## src/rtl/string_matcher.sv

```systemverilog
// Shift-and (bitap) match engine with a match-event FIFO and AXI-Stream output.
// Optional match counter is built when STRING_MATCHER_MATCH_COUNT_EN is defined.
module string_matcher #(
  parameter int unsigned FIFO_DEPTH = 4,
  parameter int unsigned POS_WIDTH  = 16
) (
  input  logic                 aclk,
  input  logic                 aresetn,
  input  logic                 s_axis_tvalid,
  input  logic [7:0]           s_axis_tdata,
  input  logic                 s_axis_tuser,
  input  logic [2:0]           pattern_last,
  output logic                 m_axis_tvalid,
  input  logic                 m_axis_tready,
  output logic [POS_WIDTH-1:0] m_axis_tdata,
  output logic                 overflow,
  output logic [15:0]          match_count
);

  localparam int unsigned PtrW = (FIFO_DEPTH > 1) ? $clog2(FIFO_DEPTH) : 1;
  localparam int unsigned CntW = PtrW + 1;
  localparam logic [CntW-1:0] CntFull = CntW'(FIFO_DEPTH);

  // Match state and string position
  logic [7:0]           d_q, d_d;
  logic [POS_WIDTH-1:0] pos_q, pos_d;
  logic                 hit;

  // Pending event register between detection and FIFO write
  logic                 pend_q, pend_d;
  logic [POS_WIDTH-1:0] pend_pos_q, pend_pos_d;

  // FIFO state
  logic [POS_WIDTH-1:0] mem_q [FIFO_DEPTH];
  logic [PtrW-1:0]      wr_ptr_q, wr_ptr_d;
  logic [PtrW-1:0]      rd_ptr_q, rd_ptr_d;
  logic [CntW-1:0]      cnt_q, cnt_d;
  logic                 overflow_q, overflow_d;
  logic                 full, push, pop, drop;

  always_comb begin
    d_d   = d_q;
    pos_d = pos_q;
    hit   = 1'b0;
    if (s_axis_tvalid) begin
      if (s_axis_tuser) begin
        d_d   = s_axis_tdata & 8'h01;
        pos_d = '0;
      end else begin
        d_d   = ((d_q << 1) | 8'h01) & s_axis_tdata;
        pos_d = pos_q + POS_WIDTH'(1);
      end
      hit = d_d[pattern_last];
    end
    pend_d     = hit;
    pend_pos_d = hit ? pos_d : pend_pos_q;
  end

  always_comb begin
    full       = (cnt_q == CntFull);
    pop        = (cnt_q != '0) && m_axis_tready;
    // A simultaneous pop frees the slot the pending write needs.
    push       = pend_q && (!full || pop);
    drop       = pend_q && full && !pop;
    wr_ptr_d   = push ? wr_ptr_q + PtrW'(1) : wr_ptr_q;
    rd_ptr_d   = pop ? rd_ptr_q + PtrW'(1) : rd_ptr_q;
    cnt_d      = cnt_q;
    unique case ({push, pop})
      2'b10:   cnt_d = cnt_q + CntW'(1);
      2'b01:   cnt_d = cnt_q - CntW'(1);
      default: cnt_d = cnt_q;
    endcase
    overflow_d = overflow_q | drop;
  end

  always_ff @(posedge aclk) begin
    if (!aresetn) begin
      d_q        <= '0;
      pos_q      <= '0;
      pend_q     <= 1'b0;
      pend_pos_q <= '0;
      wr_ptr_q   <= '0;
      rd_ptr_q   <= '0;
      cnt_q      <= '0;
      overflow_q <= 1'b0;
    end else begin
      d_q        <= d_d;
      pos_q      <= pos_d;
      pend_q     <= pend_d;
      pend_pos_q <= pend_pos_d;
      wr_ptr_q   <= wr_ptr_d;
      rd_ptr_q   <= rd_ptr_d;
      cnt_q      <= cnt_d;
      overflow_q <= overflow_d;
    end
  end

  always_ff @(posedge aclk) begin
    if (!aresetn) begin
      for (int i = 0; i < int'(FIFO_DEPTH); i++) begin
        mem_q[i] <= '0;
      end
    end else if (push) begin
      mem_q[wr_ptr_q] <= pend_pos_q;
    end
  end

  assign m_axis_tvalid = (cnt_q != '0);
  assign m_axis_tdata  = mem_q[rd_ptr_q];
  assign overflow      = overflow_q;

`ifdef STRING_MATCHER_MATCH_COUNT_EN
  logic [15:0] match_cnt_q, match_cnt_d;

  // Counts detections, so events later dropped on overflow are included.
  always_comb begin
    match_cnt_d = match_cnt_q;
    if (hit && (match_cnt_q != 16'hFFFF)) begin
      match_cnt_d = match_cnt_q + 16'd1;
    end
  end

  always_ff @(posedge aclk) begin
    if (!aresetn) begin
      match_cnt_q <= '0;
    end else begin
      match_cnt_q <= match_cnt_d;
    end
  end

  assign match_count = match_cnt_q;
`else
  assign match_count = '0;
`endif

endmodule

```

## config.mk

```make
export PLATFORM = sky130hd
export DESIGN_NAME = string_matcher
export DESIGN_NICKNAME = d
export VERILOG_FILES = /design/src/rtl/string_matcher.sv
export SDC_FILE = /design/constraint.sdc
export NUM_CORES = 1
export LEC_CHECK = 0
export CAP_MARGIN = 20
export CORE_ASPECT_RATIO = 1.75
export CORE_MARGIN = 2
export CORE_UTILIZATION = 35
export DETAILED_ROUTE_END_ITERATION = 6
export SYNTH_ARGS = -nofsm -noshare
export SYNTH_HDL_FRONTEND = slang
export SYNTH_SLANG_ARGS = --single-unit
```

## constraint.sdc

```tcl
create_clock -name aclk -period 4.33 [get_ports aclk]
set_input_delay 0.6495 -clock aclk [delete_from_list [all_inputs] [get_ports aclk]]
set_output_delay 0.6495 -clock aclk [all_outputs]
set_load 0.03 [all_outputs]
```

==> reports/metrics.csv <==
metric;value;unit
grt_max_degree;43;
die_y;164.6;um
synth_edf_count;64;
relSlewSlack;32.97;%
yosysSeqAreaShare;56.63;%
grt_pass1_vias;3176;
antenna_cells;0;
overflow;0;
p_total;2.871;mW
viasPerCell;4.687;
holdCritPathClass;flop to flop;
clk_transition_reported_paths;60;ps
arrival;2260;ps
rows;58;
clkSinkCount;114;
grt_first_pass_wirelength;15370;um
grt_setup_unrepaired;no;
cp-end-kind;primary output;
critPathLaunchType;flop;
async_flop_share;0;%
worstMarginPinSlew;1005;ps
r2r_slack;1980;ps
die_width;95.80;um
drive_gt1_share;19.11;%
synth.area.top_cells;edfxtp_1, dfxtp_1, mux4_2;
detail_route.iter0.violations;109;
root_buffer;clkbuf_16;
synth_cells;423;
ioPinCount;50;
drv_slew;0;
synth_cell_types;55;
clock_skew;9.287;ps
first_pass_iters;4;
final_hold_viol_count;0;
min_period_over_period;67.27;%
layout_min_cycle_time;2913;ps
postCtsSetupRepairBufs;0;
synth_flop_cell;edfxtp_1;
yosysTopAreaCellShare;37.24;%
cts_made_buffers;17;
ir_worst_vdd;303.4;uV
cap_violations;0;
num_vias;3051;
syn_area_per_cell;12.20;um^2
dieArea;15770;um^2
worstPathMaxFanout;16;
synth-seq-cells;114;
track_usage;13.16;%
routedWlPerCell;14.47;um
fin_tns_setup;0;ps
fin_nets;477;
fmax;343.3;MHz
grt_antenna_before_repair;0;
clk_latency;410;ps
routed_wl;9421;um
port_buffers;33;
setup_viol_count_final;0;
crit_required;3680;ps
powerDensity;462.6;nW/um^2
htree_levels;4;
leakage;2.386;nW
cts_tree;yes;
cts_max_path_buffers;2;
cts-resized-gates;0;
holdWs;476.7;ps
dp_hpwl;6553;um
yosysWarnings;0;
status;complete, no violations;
crit_type;flop to primary output;
core_area;14370;um^2
cts_hold_buffers;0;
netlist_area;5161;um^2
area_growth;20.24;%
gp_congestion;0.8068;
ant_nets;0;
start_util;35.92;%
yosysTopAreaCell;edfxtp_1;
drc_errors;0;
power breakdown:
part / total [mW] / internal [mW] / switching, mW
combinational: 0.201 / 0.0813 / 0.119
clock: 1.49 / 0.969 / 0.517
sequential: 1.18 / 1.17 / 0.0124
through the flow:
stage | utilization, % | setup WS (ps) | instances | cell area [um^2]
after floorplan | - | 1778 | 438 | 5218
after global placement | 38.80 | 1288 | 619 | 5575
after detailed placement | 38.80 | 1226 | 619 | 5575
after CTS | 43.19 | 1313 | 651 | 6206
after global routing | 43.19 | 1322 | 651 | 6206
final | 43.19 | 1417 | 651 | 6206
registers in the layout (all words and copies together), names as in the netlist, named ones only:
signal	count
pos_q	16
rd_ptr_q	2
pend_q	1
cnt_q	3
pend_pos_q	16
wr_ptr_q	2
d_q	7
overflow	1
mem_q	64
final timing paths:
path | start | end | cells after the start
setup / recovery | flop | m_axis_tdata[8] | 2
hold / removal | d_q[1] | d_q[1] | 2
setup reg to reg | wr_ptr_q[0] | mem_q[1][7] | 2
hold reg to reg | d_q[1] | d_q[1] | 2
cell usage in the layout (no fill, tap or decap), types with 7 or more instances in the layout:
cell | synthesis | final
a21oi_1 | 7 | 7
and2_1 | 31 | 31
and2_4 | 11 | 11
clkbuf_16 | 0 | 17
clkdlybuf4s50_1 | 0 | 33
conb_1 | 1 | 16
dfxtp_1 | 50 | 50
edfxtp_1 | 64 | 64
inv_1 | 24 | 24
mux2_2 | 11 | 11
mux4_2 | 16 | 16
nand2_1 | 36 | 36
nor2_1 | 45 | 45
nor2b_1 | 7 | 7
xnor2_1 | 8 | 8
cells by family after synthesis:
kind of cell,share of synthesized area (%)
buf+inv,6.230
simple gates,17.99
fa+ha+maj,0.8727
other cells,0.07266
compound gates,4.970
xor+xnor,2.206
mux,11.03
flops,56.63
layout make-up:
| class | count | area, um^2 |
|---|---|---|
| clock buffers | 17 | 425.4 |
| flip-flops and latches | 114 | 2923 |
| well taps | 180 | 225.2 |
| inverters | 25 | 93.84 |
| repair buffers | 36 | 352.8 |
| fillers | 1371 | 8163 |
| multi-input cells | 264 | 1981 |
| clock inverters | 15 | 205.2 |
worst max-delay path, stage by stage (launching register included):
cell and delay, ps:
dfxtp_1 820, mux4_2 420, clkdlybuf4s50_1 610
layer usage:
layer  up-vias  wire length (um)  GRT usage, %
li1       1508                 -             -
met4         0               221         6.688
met1      1470              3704         14.10
met5         -                 0             0
met2        59              5188         23.59
met3        14               307         3.011
synth_stat cells (all sizes together) (2+ instances only):
library cell,count
nand4b,2
mux2i,4
buf,27
a21oi,8
dfxtp,50
mux2,15
and2,42
o21a,2
nor2,46
a21boi,3
inv,25
o21ai,8
nand2,36
nor4,2
a31o,2
nor2b,8
a32oi,2
o2bb2ai,3
nand2b,4
and3,3
clkbuf,8
nor3,3
xnor2,8
mux4,16
or3,4
ha,2
nand4,3
nand3,6
edfxtp,64
xor2,5
Note: power is estimated with default switching activity, not from simulation.
